File: src/rtl/port_rr_arbiter_pkg.sv
// Shared types and helpers for the three-way round-robin port arbiter.
package port_rr_arbiter_pkg;

  localparam int         NUM_REQ  = 3;
  localparam logic [1:0] SEL_IDLE = 2'd3;

  typedef enum logic {IDLE, BUSY} state_t;

  // Index 3 (the idle code) maps to no grant at all.
  function automatic logic [NUM_REQ-1:0] onehot3(input logic [1:0] i);
    onehot3 = '0;
    if (i != SEL_IDLE) onehot3[i] = 1'b1;
  endfunction

endpackage

File: src/rtl/port_rr_arbiter_pick.sv
// Combinational rotating-priority picker: scans req starting at ptr, first set bit wins.
module rr_pick3
  import port_rr_arbiter_pkg::*;
(
  input  logic [NUM_REQ-1:0] req,
  input  logic [1:0]         ptr,
  output logic               any,
  output logic [1:0]         idx
);

  logic [1:0] base;
  logic [2:0] cand;

  assign base = (ptr == SEL_IDLE) ? 2'd0 : ptr;

  // Scan from lowest priority to highest so the highest-priority hit overwrites.
  always_comb begin
    any  = 1'b0;
    idx  = SEL_IDLE;
    cand = '0;
    for (int k = NUM_REQ-1; k >= 0; k--) begin
      cand = {1'b0, base} + 3'(k);
      if (cand >= 3'(NUM_REQ)) cand = cand - 3'(NUM_REQ);
      if (req[cand[1:0]]) begin
        any = 1'b1;
        idx = cand[1:0];
      end
    end
  end

endmodule

File: src/rtl/port_rr_arbiter.sv
// Round-robin sequencer sharing one port among three burst masters; drives the
// external 3:1 mux select and routes port_ready back to the current owner only.
module port_rr_arbiter
  import port_rr_arbiter_pkg::*;
#(
  parameter int LEN_W = 4
)(
  input  logic                       clk,
  input  logic                       rst_n,
  input  logic [NUM_REQ-1:0]         req,
  input  logic [NUM_REQ*LEN_W-1:0]   req_len,
  input  logic [NUM_REQ-1:0]         m_valid,
  input  logic                       port_ready,
  output logic [1:0]                 mux_sel,
  output logic [NUM_REQ-1:0]         gnt,
  output logic [NUM_REQ-1:0]         m_ready,
  output logic                       busy,
  output logic                       last_beat
);

  logic [NUM_REQ-1:0][LEN_W-1:0] len_a;
  assign len_a = req_len;

  state_t             state, state_n;
  logic [1:0]         owner, owner_n;
  logic [1:0]         rr_ptr, ptr_n;
  logic [LEN_W-1:0]   beat_cnt, cnt_n;
  logic [1:0]         nxt_ptr, pick_ptr, pick_idx;
  logic               pick_any, fire;

  assign nxt_ptr  = (owner == 2'd2) ? 2'd0 : owner + 2'd1;
  // One picker serves both idle arbitration and end-of-burst handover.
  assign pick_ptr = (state == IDLE) ? rr_ptr : nxt_ptr;

  rr_pick3 u_pick (
    .req (req),
    .ptr (pick_ptr),
    .any (pick_any),
    .idx (pick_idx)
  );

  assign fire      = (state == BUSY) && m_valid[owner] && port_ready;
  assign last_beat = fire && (beat_cnt == '0);
  assign m_ready   = (state == BUSY) ? (onehot3(owner) & {NUM_REQ{port_ready}}) : '0;

  always_comb begin
    state_n = state;
    owner_n = owner;
    cnt_n   = beat_cnt;
    ptr_n   = rr_ptr;
    case (state)
      IDLE: if (pick_any) begin
        state_n = BUSY;
        owner_n = pick_idx;
        cnt_n   = len_a[pick_idx];
      end
      BUSY: if (fire) begin
        if (beat_cnt != '0) begin
          cnt_n = beat_cnt - 1'b1;
        end else begin
          ptr_n = nxt_ptr;
          if (pick_any) begin
            owner_n = pick_idx;
            cnt_n   = len_a[pick_idx];
          end else begin
            state_n = IDLE;
          end
        end
      end
      default: state_n = IDLE;
    endcase
  end

  always_ff @(posedge clk or negedge rst_n) begin
    if (!rst_n) begin
      state    <= IDLE;
      owner    <= '0;
      rr_ptr   <= '0;
      beat_cnt <= '0;
      gnt      <= '0;
      mux_sel  <= SEL_IDLE;
      busy     <= 1'b0;
    end else begin
      state    <= state_n;
      owner    <= owner_n;
      rr_ptr   <= ptr_n;
      beat_cnt <= cnt_n;
      gnt      <= (state_n == BUSY) ? onehot3(owner_n) : '0;
      mux_sel  <= (state_n == BUSY) ? owner_n : SEL_IDLE;
      busy     <= (state_n == BUSY);
    end
  end

endmodule

File: config.mk
export PLATFORM = sky130hd
export DESIGN_NAME = port_rr_arbiter
export DESIGN_NICKNAME = d
export VERILOG_FILES = /design/src/rtl/port_rr_arbiter_pkg.sv /design/src/rtl/port_rr_arbiter_pick.sv /design/src/rtl/port_rr_arbiter.sv
export SDC_FILE = /design/constraint.sdc
export NUM_CORES = 1
export LEC_CHECK = 0
export ABC_AREA = 0
export CAP_MARGIN = 20
export CORE_MARGIN = 5
export CORE_UTILIZATION = 45
export DETAILED_ROUTE_END_ITERATION = 16
export GPL_ROUTABILITY_DRIVEN = 0
export HOLD_SLACK_MARGIN = 0.1
export PLACE_DENSITY = 0.74
export SETUP_SLACK_MARGIN = 0.05
export SYNTH_ARGS = -nofsm -noshare
export SYNTH_HDL_FRONTEND = slang
export SYNTH_HIERARCHICAL = 1
export SYNTH_SLANG_ARGS = --single-unit
File: constraint.sdc
create_clock -name clk -period 3.85 [get_ports clk]
set_clock_uncertainty 0.2 [all_clocks]
set_input_delay 0.9625 -clock clk [delete_from_list [all_inputs] [get_ports clk]]
set_output_delay 0.9625 -clock clk [all_outputs]
set_load 0.01 [all_outputs]
==> impl_metrics.py <==
metrics = {
    "sta": {
        "fin_crit_ns": 3.73,
        "finalHoldViolCount": 0,
        "setup_tns_ns": 0,
        "worst_pin_slew_ns": 0.635,
        "period_share_pct": 96.9,
        "relSlewSlack_pct": 57.5,
        "maxSlewViolCount": 0,
        "setup_viol": 0,
        "fmax_mhz": 268,
        "rsz0062_at_grt": "no",
    },
    "power": {
        "comb_power_share_pct": 22.5,
        "powerDensity_nw_per_um2": 217,
        "seqPwrFrac_pct": 45.5,
        "switchingPower_uw": 87.3,
        "switching_share_pct": 25.8,
        "ir_drop_mv": 0.122,
        "p_int_uw": 251,
        "p_leak_uw": 0.000675,
        "p_clk_share_pct": 32.1,
    },
    "synthesis": {
        "synth-edff-count": 0,
        "synth_xor_area_share_pct": 0.727,
        "synth_ff_type": "dfrtp_1",
        "synth_mux_area_share_pct": 14.3,
        "synth_simple_gate_area_share_pct": 23.4,
        "syn_inst": 132,
        "ys_ff_latch": 14,
        "synth_compound_area_share_pct": 22.3,
        "ys_seq_area_share_pct": 29.3,
        "syn_avg_cell_area_um2": 9.13,
        "syn-num-nets": 156,
        "synth_fa_ha_area_share_pct": 3.12,
        "synth_top_family_by_area": "simple AND/OR/NAND/NOR gates",
        "async_flop_share_pct": 100,
        "synth_cell_type_count": 46,
        "syn_area_um2": 1200,
        "yosysWarnings": 6,
    },
    "setup_path": {
        "critPathKind": "in -> out",
        "slowest_delay_ns": 0.53,
        "crit_family": "buffers and inverters",
        "cp_common_cell": "clkdlybuf4s50_1",
        "reg2reg_from": "owner[1]",
        "cp-end-kind": "output pin",
        "slowest_stage": "clkdlybuf4s50_1",
        "path_buf_inv": 3,
        "cp_cell_sequence": "clkdlybuf4s50_1 -> mux2i_4 -> o2bb2ai_4 -> nand4_1 -> inv_1 -> clkdlybuf4s50_1",
        "rr_endpoint": "beat_cnt[0]",
        "critical_path_arrival_ns": 2.57,
        "cp_max_fo": 3,
        "ff2ff_setup_slack_ns": 0.55,
        "reg2reg_depth": 11,
        "critPathLaunchType": "input pin",
        "cp.required_ns": 2.69,
    },
    "cells_and_area": {
        "layout_common_cells": "clkdlybuf4s50_1 (30), dfrtp_1 (12), nand2_1 (10), inv_1 (9), nor2_1 (8)",
        "postLayoutCellArea_um2": 1560,
        "syn2layout_area_growth_pct": 29.5,
        "fillers": 228,
        "final_common_cell": "clkdlybuf4s50_1",
        "fin_nets": 187,
        "layout-drive-gt1-share_pct": 16.7,
        "diodes": 0,
    },
    "routing": {
        "drtPass1Iterations": 4,
        "vias_per_cell": 5.66,
        "wire_per_inst_um": 14.0,
        "drc": 0,
        "drt_iter0_drc": 20,
        "vias": 1086,
        "routed_wl_um": 2690,
        "antenna_left": 0,
    },
    "floorplan": {
        "num_rows": 18,
        "ios": 31,
        "die_h_um": 61.7,
        "fp.dieW_um": 61.7,
        "coreArea_um2": 2520,
        "initial_utilization_pct": 47.8,
        "dieArea_um2": 3810,
    },
    "global_routing": {
        "track_usage_pct": 16.0,
        "antenna_found_initial": 0,
        "grt_pass1_wl_um": 4600,
        "grt_max_degree": 15,
        "grt_pass1_vias": 1055,
        "overflow": 0,
    },
    "clock_tree": {
        "htreeDepth": 1,
        "ctsHoldBuffers": 0,
        "cts_tree": "yes",
        "clkLatencyLatePin_ns": 0.28,
        "clockRootBuffer": "clkbuf_4",
        "cts_buffers": 3,
        "cts_resized": 0,
        "clock_sinks": 14,
        "cts_setup_buffers": 0,
        "max-clock-path-buffers": 2,
        "clkTransAtPathRegs_ns": 0.09,
    },
    "placement": {
        "port_buffers": 30,
        "dp_hpwl_um": 2090,
        "place_area_um2": 1520,
    },
    "min_path": {
        "holdCritPathClass": "reg -> reg",
        "worstHoldStart": "rr_ptr[1]",
        "min_delay_worst_endpoint": "rr_ptr[1]",
        "whs_path_depth": 1,
    },
    "status": {
        "status": "finished, final reports clean",
    },
    "job": {
        "drv_cap": 0,
    },
}
-- worst reg2reg max path, stage by stage (launching register included) --
cell and delay, ns:
dfrtp_1 0.57, and2b_1 0.28, mux2_2 0.29, ha_1 0.33
or2_4 0.28, a21oi_1 0.14, o22a_1 0.28, buf_4 0.21
mux2i_1 0.23, o211a_1 0.15, o21ai_0 0.07, o2bb2ai_1 0.15
-- registers in the layout, summed over array words and instances, names as in the netlist --
| signal | count |
|---|---|
| beat_cnt | 4 |
| gnt | 3 |
| mux_sel | 2 |
| owner | 2 |
| rr_ptr | 2 |
| state | 1 |
-- synthesized netlist by cell type, types with 3 or more instances --
cell type,number,area share [%]
a21oi_1,5,2.1
buf_2,3,1.2
dfrtp_1,12,25
a21o_1,3,1.9
nand3_1,5,2.1
inv_1,9,2.8
ha_1,3,3.1
nor2_1,8,2.5
mux2_2,4,3.7
nor3_1,3,1.2
nand3b_1,5,3.1
nand2b_1,5,2.6
clkbuf_1,3,0.93
mux2_4,3,3.7
nand2_1,10,3.1
o21ai_0,6,2.5
mux2i_1,6,5.0
-- per-layer routing --
| metal | up-vias | part of all wire, % | track usage (%) |
|---|---|---|---|
| li1 | 536 | - | - |
| met1 | 507 | 45 | 20.2 |
| met2 | 41 | 46 | 27.1 |
| met3 | 2 | 8.1 | 2.69 |
| met4 | 0 | 1.3 | 6.36 |
| met5 | - | 0 | 0 |
-- power by group through the flow --
stage	logic, uW	clock network [uW]	registers [uW]
finish	75.9	108	154
global placement	74.9	0	156
global route	84.6	118	154
CTS	76.5	110	154
detailed placement	76.3	0	156
floorplan	40.5	0	156
-- stage by stage --
step | total power [uW] | std cells | util (%) | hold slack (ns) | worst slack, ns
detailed placement | 233 | 188 | 60.4 | 0.300 | 0.136
global route | 357 | 192 | 61.9 | 0.352 | 0.0719
finish | 338 | 192 | 61.9 | 0.318 | 0.121
floorplan | 196 | 132 | - | 0.275 | 0.697
global placement | 231 | 188 | 60.4 | 0.286 | 0.180
CTS | 341 | 192 | 61.9 | 0.321 | 0.122
-- cell families after synthesis --
kind of cell             after synthesis
AND/OR/NAND/NOR                       50
adder cells (fa/ha/maj)                3
buffers and inverters                 17
AO/OA/AOI/OAI                         33
XOR/XNOR                               1
multiplexers                          14
flip-flops                            14
-- layout make-up --
type / instances / area [um^2] / area share (%)
Inverter: 9 / 33.8 / 2.17
Sequential cell: 14 / 353 / 22.6
Tap cell: 30 / 37.5 / 2.41
Multi-Input combinational cell: 101 / 769 / 49.3
Clock buffer: 4 / 36.3 / 2.33
Timing Repair Buffer: 34 / 330 / 21.2
-- worst max path at each step --
stage	cells past startpoint	slack, ns	endpoint	from
2_1_floorplan	11	0.70	beat_cnt[3]	state
3_3_place_gp	6	0.18	last_beat	m_valid[2]
3_5_place_dp	6	0.14	last_beat	m_valid[0]
4_1_cts	6	0.12	last_beat	m_valid[0]
5_1_grt	6	0.07	last_beat	m_valid[0]
6_report	6	0.12	last_beat	m_valid[0]
No activity file was read; power rests on OpenSTA's default activity.
